--- src/rtl/mem_resp_wb_stage.sv ---
`default_nettype none
// ============================================================================
// Module   : mem_resp_wb_stage
// Purpose  : MEM->WB pipeline register. Owns the data-memory transaction,
//            stalls upstream until the response arrives, aligns and extends
//            load data, and presents the register-file write.
// Revision : 1.0 - initial release
// ============================================================================
module mem_resp_wb_stage #(
    parameter int unsigned RESP_TIMEOUT = 0
) (
    input  logic        clk,
    input  logic        rst_n,
    input  logic        in_valid,
    input  logic [31:0] in_addr,
    input  logic [3:0]  in_rmask,
    input  logic [3:0]  in_wmask,
    input  logic [31:0] in_wdata,
    input  logic [2:0]  in_funct3,
    input  logic [4:0]  in_rd_s,
    input  logic        in_regf_we,
    input  logic [31:0] in_result,
    output logic        stall,
    output logic [31:0] dmem_addr,
    output logic [3:0]  dmem_rmask,
    output logic [3:0]  dmem_wmask,
    output logic [31:0] dmem_wdata,
    input  logic        dmem_resp,
    input  logic [31:0] dmem_rdata,
    output logic        wb_valid,
    output logic        wb_we,
    output logic [4:0]  wb_rd_s,
    output logic [31:0] wb_data,
    output logic        wb_trap
);

    typedef enum logic [1:0] {
        ST_IDLE = 2'd0,
        ST_REQ  = 2'd1,
        ST_WAIT = 2'd2
    } state_t;

    // Last WAIT-cycle count value on which a silent memory is given up on.
    localparam logic [31:0] c_timeout_last = RESP_TIMEOUT - 1;

    state_t      r_state;
    state_t      w_state_nxt;
    logic [31:0] r_cnt;

    logic        r_valid;
    logic [31:0] r_addr;
    logic [3:0]  r_rmask;
    logic [3:0]  r_wmask;
    logic [31:0] r_wdata;
    logic [2:0]  r_funct3;
    logic [4:0]  r_rd_s;
    logic        r_regf_we;
    logic [31:0] r_result;
    logic        r_misalign;

    logic        w_in_mem;
    logic        w_in_misalign;
    logic        w_in_go;
    logic        w_done;
    logic        w_timeout;
    logic        w_stall;
    logic        w_trap;
    logic [7:0]  w_byte;
    logic [15:0] w_half;
    logic [31:0] w_load;

    assign w_in_mem      = (|in_rmask) || (|in_wmask);
    assign w_in_misalign = w_in_mem &&
                           ((in_funct3[1:0] == 2'b01 && in_addr[0]) ||
                            (in_funct3[1:0] == 2'b10 && in_addr[1:0] != 2'b00));
    assign w_in_go       = in_valid && w_in_mem && !w_in_misalign;

    always_comb begin
        w_done      = 1'b0;
        w_timeout   = 1'b0;
        dmem_addr   = 32'h0;
        dmem_rmask  = 4'h0;
        dmem_wmask  = 4'h0;
        dmem_wdata  = 32'h0;
        case (r_state)
            ST_IDLE: w_done = r_valid;
            ST_REQ: begin
                dmem_addr  = {r_addr[31:2], 2'b00};
                dmem_rmask = r_rmask;
                dmem_wmask = r_wmask;
                dmem_wdata = r_wdata;
                w_done     = dmem_resp;
            end
            ST_WAIT: begin
                // A real response wins over a timeout landing on the same cycle.
                if (dmem_resp) begin
                    w_done = 1'b1;
                end else if (RESP_TIMEOUT != 0 && r_cnt == c_timeout_last) begin
                    w_done    = 1'b1;
                    w_timeout = 1'b1;
                end
            end
            default: w_done = 1'b0;
        endcase
    end

    assign w_stall = (r_state != ST_IDLE) && !w_done;

    always_comb begin
        w_state_nxt = r_state;
        if (!w_stall) begin
            w_state_nxt = w_in_go ? ST_REQ : ST_IDLE;
        end else if (r_state == ST_REQ) begin
            w_state_nxt = ST_WAIT;
        end
    end

    always_ff @(posedge clk or negedge rst_n) begin
        if (!rst_n) begin
            r_state    <= ST_IDLE;
            r_cnt      <= 32'h0;
            r_valid    <= 1'b0;
            r_addr     <= 32'h0;
            r_rmask    <= 4'h0;
            r_wmask    <= 4'h0;
            r_wdata    <= 32'h0;
            r_funct3   <= 3'h0;
            r_rd_s     <= 5'h0;
            r_regf_we  <= 1'b0;
            r_result   <= 32'h0;
            r_misalign <= 1'b0;
        end else begin
            r_state <= w_state_nxt;
            r_cnt   <= (r_state == ST_WAIT && w_stall) ? r_cnt + 32'd1 : 32'h0;
            if (!w_stall) begin
                r_valid    <= in_valid;
                r_addr     <= in_addr;
                r_rmask    <= in_rmask;
                r_wmask    <= in_wmask;
                r_wdata    <= in_wdata;
                r_funct3   <= in_funct3;
                r_rd_s     <= in_rd_s;
                r_regf_we  <= in_regf_we;
                r_result   <= in_result;
                r_misalign <= w_in_misalign;
            end
        end
    end

    always_comb begin
        case (r_addr[1:0])
            2'd0:    w_byte = dmem_rdata[7:0];
            2'd1:    w_byte = dmem_rdata[15:8];
            2'd2:    w_byte = dmem_rdata[23:16];
            default: w_byte = dmem_rdata[31:24];
        endcase
        w_half = r_addr[1] ? dmem_rdata[31:16] : dmem_rdata[15:0];
        case (r_funct3)
            3'b000:  w_load = {{24{w_byte[7]}}, w_byte};
            3'b001:  w_load = {{16{w_half[15]}}, w_half};
            3'b100:  w_load = {24'h0, w_byte};
            3'b101:  w_load = {16'h0, w_half};
            default: w_load = dmem_rdata;
        endcase
    end

    assign w_trap   = r_misalign || w_timeout;
    assign stall    = w_stall;
    assign wb_valid = w_done;
    assign wb_trap  = w_done && w_trap;
    assign wb_we    = w_done && r_regf_we && (r_rd_s != 5'd0) && !w_trap && (r_wmask == 4'h0);
    assign wb_rd_s  = w_done ? r_rd_s : 5'd0;
    assign wb_data  = !w_done ? 32'h0 : ((|r_rmask) ? w_load : r_result);

endmodule
`default_nettype wire
--- config.mk ---
export PLATFORM = sky130hd
export DESIGN_NAME = mem_resp_wb_stage
export DESIGN_NICKNAME = d
export VERILOG_FILES = /design/src/rtl/mem_resp_wb_stage.sv
export SDC_FILE = /design/constraint.sdc
export NUM_CORES = 1
export LEC_CHECK = 0
export ABC_CLOCK_PERIOD_IN_PS = 5400
export BUFFER_PORTS_ARGS = -buffer_cell sky130_fd_sc_hd__buf_2
export CORE_MARGIN = 3
export CORE_UTILIZATION = 35
export CTS_BUF_LIST = sky130_fd_sc_hd__clkbuf_16
export CTS_CLUSTER_SIZE = 16
export DETAILED_ROUTE_END_ITERATION = 6
export SLEW_MARGIN = 20
export SYNTH_ARGS = -nofsm -noshare
export SYNTH_HDL_FRONTEND = slang
export SYNTH_SLANG_ARGS = --single-unit
export TNS_END_PERCENT = 30
--- constraint.sdc ---
create_clock -name clk -period 5.4 [get_ports clk]
set_input_delay 0 -clock clk [delete_from_list [all_inputs] [get_ports clk]]
set_output_delay 0 -clock clk [all_outputs]
set_load 0.05 [all_outputs]
---- Word level (Yosys, flattened, before mapping) ----
Index checks and enable logic that the tools add are counted.
word-level totals
  input port bits ......................... 149
  bits in registers ....................... 117
cells by class
  reduce and logical (&&, ||, !) cells .... 26
  eq/ne operators ......................... 10
  muxes and demuxes ....................... 15
operators by type and width
  kind                                                                      count
  32-bit 2-to-1 mux                                                         4
  32-bit case mux with 4 select lines                                       1
  8-bit case mux with 3 select lines                                        1
  16-bit 2-to-1 mux                                                         1
  4-bit OR reduction                                                        3
  1-bit logical AND                                                         11
  4-bit 2-to-1 mux                                                          2
  2-bit by 1-bit == test with 1-bit output (second input constant)          3
  2-bit == test (second input constant)                                     3
  3-bit == test (second input constant)                                     2
  5-bit 2-to-1 mux                                                          1
  5-bit nonzero test                                                        1
  2-bit logical NOT                                                         2
  4-bit logical NOT                                                         1
  2-bit 2-to-1 mux                                                          2
  2-bit nonzero test                                                        2
  3-bit by 1-bit == test with 1-bit output (second input constant)          1
  1-bit logical NOT                                                         3
  3-bit logical NOT                                                         1
  1-bit case mux with 3 select lines                                        1
  1-bit logical OR                                                          2
  1-bit 2-to-1 mux                                                          2
  2-bit by 1-bit inequality test with 1-bit output (second input constant)  1

---- Logic depth before layout (Yosys ltp) ----
Gate-level depths: netlist (run 1).
  word-level depth ........................ 8
  gate-level depth with buffers ........... 7
  depth with buffers taken out ............ 6

---- Least setup slack after synthesis (run 1) ----
Ideal clock, no wire load.
  kind .................................... register to output
  from .................................... register r_state[0]
  to ...................................... output wb_data[15]
  path slack .............................. 3.006 ns
  arrival time ............................ 2.394 ns
  cell stages (with the launch flop) ...... 8
  buffers on the path ..................... 1
  path through ............................ dfrtp_1 > inv_1 > ha_1 > a22oi_1 > nor2_1 > clkbuf_1 > o211ai_1 > nor2_1
on the way
  longest elaborated chain between the ends .. 3
  elaborated cells on any way between the ends .. 5
  classes of those cells .................. eq/ne: 2; mux: 2; reduce/logical: 1
RTL lines
  item                                         RTL line  source
  start: declaration                           46        state_t r_state;
  start signal: assignment                     133       r_state <= w_state_nxt;
  2-bit == test, or another cell as far along  85        case (r_state)
  1-bit case mux with 3 select lines (*)       85
  net wb_valid                                 30        output logic wb_valid,
  32-bit 2-to-1 mux (*)                        173       assign wb_data = !w_done ? 32'h0 : ((|r_rmask) ? w_load : r_result);
  end: declaration                             33        output logic [31:0] wb_data,
Mark *: on every way through the listed nets, which the timed path passes. The rest lies on a longest branch.

---- Final worst setup path (run 1) ----
  from .................................... register r_state[0]
  to ...................................... output wb_data[14]
on the way
  longest elaborated chain between the ends .. 3
  elaborated cells on any way between the ends .. 5
  classes of those cells .................. eq/ne: 2; mux: 2; reduce/logical: 1
RTL lines
  item                                         RTL line
  2-bit == test, or another cell as far along  85
  1-bit case mux with 3 select lines (*)       85
  32-bit 2-to-1 mux (*)                        173
Every way passes the cells marked *; elsewhere a longest branch is shown, timed or not.

==> results.json, run 1 <==
{
  "outcome": "finished, final reports clean",
  "grt-ovfl-total": 0,
  "multi_input_area_um2": 2900,
  "dp_cells": 959,
  "drtIter0Drc": 183,
  "fillCellCount": 1449,
  "nNetsFinal": 1026,
  "cpPeakStageDelay_ns": 0.40,
  "reg2regPathDepth": 5,
  "drtAntennaViolNets": 0,
  "cpMaxStageDelayCell": "dfrtp_1",
  "start_util_pct": 36.1,
  "synth_edf_count": 0,
  "numCtsBuffers": 17,
  "globalplace.congestion": 0.778,
  "path_cells": "inv_1 > ha_1 > a22oi_1 > nor2_2 > buf_4 > o211ai_1 > a21oi_1 > buf_2",
  "final-seq-area_um2": 2930,
  "die_height_um": 137,
  "power.density_nw_per_um2": 666,
  "post-route-min-period_ns": 2.72,
  "timing.hold.ws_ns": 0.198,
  "setup_viol": 0,
  "min_period_over_period_pct": 50.4,
  "grt_pass1_vias": 5767,
  "drive_gt1_share_pct": 35.9,
  "wl_per_cell_um": 16.8,
  "netlist.top_cell.by_area": "dfrtp_1",
  "clock-root-buffer": "clkbuf_16",
  "drv_cap": 0,
  "finalInstanceArea_um2": 9230,
  "wl_um": 18600,
  "critPathArrivalTime_ns": 2.72,
  "ys.flop_type": "dfrtp_1",
  "ctsResizeCount": 0,
  "dp_hpwl_um": 12800,
  "io_buffers": 259,
  "fin_tns_setup_ns": 0,
  "yosysSeqAreaShare_pct": 48.6,
  "core-area_um2": 16700,
  "vias": 5357,
  "fmaxAchievable_mhz": 367,
  "final_hold_viol_count": 0,
  "yosys_warnings": 0,
  "ir_worst_vdd_uv": 376,
  "p_sw_share_pct": 49.2,
  "fin_skew_ns": 0.00756,
  "grt_use_total_pct": 19.6,
  "netSwitchingPower_mw": 3.02,
  "synth_cells": 515,
  "cellLeakagePower_nw": 4.37,
  "syn_avg_cell_area_um2": 11.7,
  "drv_slew": 0,
  "syn_to_final_growth_pct": 53.2,
  "final_cells": 1106,
  "clk_pin_slew_worst_paths_ns": 0.05,
  "worst_ep_required_time_ns": 5.40,
  "avgViaCountPerCell": 4.84,
  "cts_tree": "built",
  "rrSetupSlack_ns": 3.03,
  "fp.dieW_um": 137,
  "insertion_delay_ns": 0.41,
  "ctsHoldBuffers": 115,
  "r2r_end": "r_result[3]$_DFFE_PN0N_",
  "fp-row-count": 47,
  "hold_path_class": "in2async",
  "yosysTopAreaCellShare_pct": 48.6,
  "first_pass_iters": 4,
  "power_frac_seq_pct": 26.3,
  "drc": 0,
  "grt_start_max_net_pins": 90,
  "num_io_pins": 262,
  "end_kind": "primary output",
  "netlist_area_um2": 6030,
  "ys_types": 44,
  "antenna_found_initial": 1,
  "crit_path_max_fanout": 32,
  "netlist_top_cells_count": "mux2_1, dfrtp_1, and2_1",
  "place_area_um2": 7460,
  "cts.sinks": 117,
  "max-slew-margin-rel_pct": 31.7,
  "htreeDepth": 4,
  "crit_type": "reg2out",
  "synth_seq_cells": 117,
  "rsz0062_at_grt": "no",
  "worst_pin_slew_ns": 1.02,
  "async_reset_ff_share_pct": 100,
  "clkPwrFrac_pct": 18.5,
  "synth_most_common_cell": "mux2_1",
  "reg2reg_from": "r_state[0]$_DFFE_PN0P_",
  "dieArea_um2": 18800,
  "pwr-share-comb_pct": 55.2,
  "grt_pass1_wl_um": 28800,
  "clockBufferDepth": 2,
  "synth_area_leaders": "dfrtp_1, mux2_1, and2_1, o21ai_1, mux2i_1",
  "start_kind": "register",
  "p_int_mw": 3.13,
  "cts_setup_buffers": 0
}
[registers in the layout, summed over array words and instances, names as in the netlist, 2 cells and up]
register and cells:
r_wmask 4, r_addr 32, r_state 2, r_funct3 3, r_rd_s 5, r_rmask 4
r_result 32, r_wdata 32
[metrics by stage]
stage / power (mW) / util (%) / setup slack (ns)
global route: 6.48 / 55.3 / 2.46
finish: 6.15 / 55.3 / 2.68
floorplan: 4.16 / - / 3.01
global placement: 4.87 / 44.7 / 2.72
detailed placement: 4.93 / 44.7 / 2.61
CTS: 6.16 / 55.1 / 2.61
[layer usage]
layer  vias up  part of all wire (%)  global-route usage [%]
li1       2531                     -                       -
met1      2548                    40                    22.4
met2       243                    48                    33.5
met3        35                   8.6                    6.68
met4         0                   2.5                    7.98
met5         -                     0                       0
[power by group through the flow]
stage	Sequential, mW	Combinational (mW)	Clock (mW)
after floorplan	1.48	2.67	0
after global placement	1.60	3.27	0
after detailed placement	1.62	3.31	0
after CTS	1.62	3.38	1.17
after global routing	1.68	3.60	1.21
final	1.62	3.39	1.14
[worst max-delay path: cells and delay by family (launching register included)]
kind / cells / cell delay (ns)
compound gates: 3 / 0.46
fa+ha+maj: 1 / 0.34
simple gates: 1 / 0.35
flops: 1 / 0.40
buf+inv: 3 / 0.78
[layout by cell type, fill, tap and decap left out, drive strengths merged, types with 2 or more instances in the layout]
| master | synthesis | final |
|---|---|---|
| a2111oi | 2 | 2 |
| a21oi | 31 | 31 |
| and2 | 76 | 76 |
| buf | 25 | 265 |
| bufinv | 0 | 4 |
| clkbuf | 16 | 17 |
| clkinv | 0 | 7 |
| clkinvlp | 0 | 2 |
| conb | 1 | 2 |
| dfrtp | 117 | 117 |
| dlygate4sd3 | 0 | 115 |
| ha | 3 | 3 |
| inv | 3 | 3 |
| mux2 | 128 | 128 |
| mux2i | 11 | 11 |
| nand2 | 27 | 27 |
| nand2b | 2 | 2 |
| nand3b | 11 | 11 |
| nor2 | 4 | 4 |
| nor2b | 2 | 2 |
| nor3 | 2 | 2 |
| nor4 | 3 | 3 |
| o211ai | 9 | 9 |
| o21ai | 27 | 27 |
| o31ai | 2 | 2 |
[how the worst max path moves through the flow]
stage,cells past startpoint,to,slack [ns],start
6_report,8,wb_data[14],2.68,r_state[0]$_DFFE_PN0P_
5_1_grt,8,wb_data[14],2.46,r_state[0]$_DFFE_PN0P_
4_1_cts,5,r_result[3]$_DFFE_PN0N_,2.61,r_state[0]$_DFFE_PN0P_
3_5_place_dp,5,r_result[3]$_DFFE_PN0N_,2.61,r_state[0]$_DFFE_PN0P_
3_3_place_gp,5,r_addr[16]$_DFFE_PN0N_,2.72,r_state[0]$_DFFE_PN0P_
2_1_floorplan,7,wb_data[15],3.01,r_state[0]$_DFFE_PN0P_
[area by class of cell]
type / count / share of cell area, %
clock inverter: 13 / 1.79
timing repair buffer: 380 / 27.4
multi-input combinational: 355 / 31.4
antenna: 1 / 0.0271
tap: 220 / 2.98
clock buffer: 17 / 4.61
inverter: 3 / 0.122
sequential: 117 / 31.7
[cell families (layout without fill, tap and decap cells)]
group,after synthesis,after routing,share of synthesized area [%]
muxes,139,139,25.7
adders and majority gates,3,3,0.623
AOI/OAI and AO/OA,79,79,8.41
and+or+nand+nor,132,132,12.9
DFF,117,117,48.6
buffers and inverters,44,413,3.74
other,1,3,0.0622
(Power assumes the default switching activity.)
==> run 2: changes to the inputs <==
--- a/config.mk
+++ b/config.mk
@@ -5,7 +5,7 @@
 export SDC_FILE = /design/constraint.sdc
 export NUM_CORES = 1
 export LEC_CHECK = 0
-export ABC_CLOCK_PERIOD_IN_PS = 5400
+export ABC_CLOCK_PERIOD_IN_PS = 2600
 export BUFFER_PORTS_ARGS = -buffer_cell sky130_fd_sc_hd__buf_2
 export CORE_MARGIN = 3
 export CORE_UTILIZATION = 35
==> constraint.sdc (replaced) <==
create_clock -name clk -period 2.6 [get_ports clk]
set_input_delay 0 -clock clk [delete_from_list [all_inputs] [get_ports clk]]
set_output_delay 0 -clock clk [all_outputs]
set_load 0.05 [all_outputs]
==> results.json, run 2 (synthesis results as in run 1) <==
{
  "min_period_over_period_pct": 93.5,
  "setup_viol": 0,
  "fin_tns_setup_ns": 0,
  "multi_input_area_um2": 2900,
  "clk_pin_slew_worst_paths_ns": 0.05,
  "final-seq-area_um2": 2930,
  "fin_skew_ns": 0.00344,
  "numCtsBuffers": 17,
  "clockBufferDepth": 2,
  "max-slew-margin-rel_pct": 57.5,
  "start_util_pct": 36.1,
  "insertion_delay_ns": 0.40,
  "grt-ovfl-total": 0,
  "drc": 0,
  "crit_type": "reg2out",
  "hold_path_class": "in2async",
  "layout_commonest_cell": "buf_2",
  "cts_tree": "built",
  "rrSetupSlack_ns": 0.57,
  "fp.dieW_um": 137,
  "drtAntennaViolNets": 0,
  "wl_per_cell_um": 16.8,
  "wl_um": 18700,
  "cts_setup_buffers": 0,
  "fp-row-count": 47,
  "clock-root-buffer": "clkbuf_16",
  "final_core_util_pct": 55.4,
  "cellLeakagePower_nw": 4.37,
  "num_io_pins": 262,
  "nNetsFinal": 1032,
  "outcome": "finished, final reports clean",
  "rsz0062_at_grt": "no",
  "grt_pass1_wl_um": 29200,
  "final_hold_viol_count": 0,
  "critPathArrivalTime_ns": 2.43,
  "drtIter0Drc": 159,
  "antenna_found_initial": 2,
  "grt_start_max_net_pins": 94,
  "htreeDepth": 4,
  "cpPeakStageDelay_ns": 0.55,
  "drive_gt1_share_pct": 36.7,
  "worst_ep_required_time_ns": 2.60,
  "grt_pass1_vias": 5696,
  "ir_worst_vdd_uv": 831,
  "crit_path_max_fanout": 47,
  "cpMaxStageDelayCell": "or4_4",
  "drv_cap": 0,
  "post-route-min-period_ns": 2.43,
  "fmaxAchievable_mhz": 412,
  "avgViaCountPerCell": 4.77,
  "syn_to_final_growth_pct": 53.5,
  "dieArea_um2": 18800,
  "first_pass_iters": 4,
  "path_cells": "or4_4 > buf_4 > nand3b_1 > o211ai_1 > a21oi_1 > buf_2",
  "fillCellCount": 1423,
  "drv_slew": 0,
  "start_kind": "register",
  "end_kind": "primary output",
  "worst_pin_slew_ns": 0.637,
  "die_height_um": 137,
  "power.density_nw_per_um2": 1370,
  "globalplace.congestion": 0.816,
  "grt_use_total_pct": 19.9,
  "reg_top3": "r_addr (32), r_result (32), r_wdata (32)",
  "dp_hpwl_um": 13400,
  "vias": 5318,
  "io_buffers": 259,
  "core-area_um2": 16700,
  "layout_common_cells": "buf_2, mux2_1, dfrtp_1",
  "cts.sinks": 117
}
==> run 2: per-layer routing <==
metal	routed length [µm]	track usage [%]	vias to the layer above
met5	0	0	-
met4	427	7.26	0
met3	1570	6.57	40
met2	9110	34.3	242
met1	7610	23.0	2502
li1	-	-	2534
==> run 2: timing repair <==
item / 4_1_cts / 5_1_grt
hold buffers: 115 / 0
setup endpoints to repair: 0 / 21
gates resized for setup: 0 / 3
hold endpoints to repair: 160 / 0
==> run 2: metrics by stage <==
stage / std cells / instance area, µm² / worst slack (ns) / hold WS (ns) / power [mW]
after floorplan: 516 / 6030 / 0.206 / -0.296 / 8.64
after global placement: 966 / 7530 / 0.527 / 0.0435 / 10.2
after detailed placement: 966 / 7530 / 0.475 / 0.0509 / 10.4
after CTS: 1113 / 9240 / 0.0299 / 0.153 / 12.8
after global routing: 1115 / 9260 / 0.000567 / 0.206 / 13.4
final: 1115 / 9260 / 0.170 / 0.148 / 12.7
==> run 2: layout make-up <==
cell class / count / share of cell area (%)
inverters: 3 / 0.122
multi-input cells: 355 / 31.3
repair buffers: 386 / 27.8
flip-flops and latches: 117 / 31.6
clock buffers: 17 / 4.60
diodes: 2 / 0.0541
well taps: 220 / 2.97
clock inverters: 15 / 1.51
==> run 2: path summary, 6_finish.rpt <==
kind                                    startpoint                       end  cells after the start
setup reg to reg            r_state[0]$_DFFE_PN0P_  r_result[22]$_DFFE_PN0N_                      5
setup / recovery            r_rmask[1]$_DFFE_PN0N_                wb_data[9]                      6
min in group clk                         dmem_resp    r_state[1]$_DFFE_PN0P_                      4
hold / removal                               rst_n  r_result[24]$_DFFE_PN0N_                      2
hold reg to reg            r_wdata[14]$_DFFE_PN0N_   r_wdata[14]$_DFFE_PN0N_                      1
max in group asynchronous                    rst_n    r_addr[24]$_DFFE_PN0N_                      3
==> run 2: power breakdown <==
| part | internal, mW | total [mW] | switching [mW] |
|---|---|---|---|
| registers | 2.74 | 3.33 | 0.593 |
| logic | 2.22 | 7.13 | 4.92 |
| clock network | 1.39 | 2.21 | 0.821 |
==> run 2: worst max-delay path: cells and delay by family (launching register included) <==
| family | cells | cell delay (ns) |
|---|---|---|
| DFF | 1 | 0.41 |
| and+or+nand+nor | 2 | 0.70 |
| AOI/OAI and AO/OA | 2 | 0.30 |
| buffers and inverters | 2 | 0.61 |
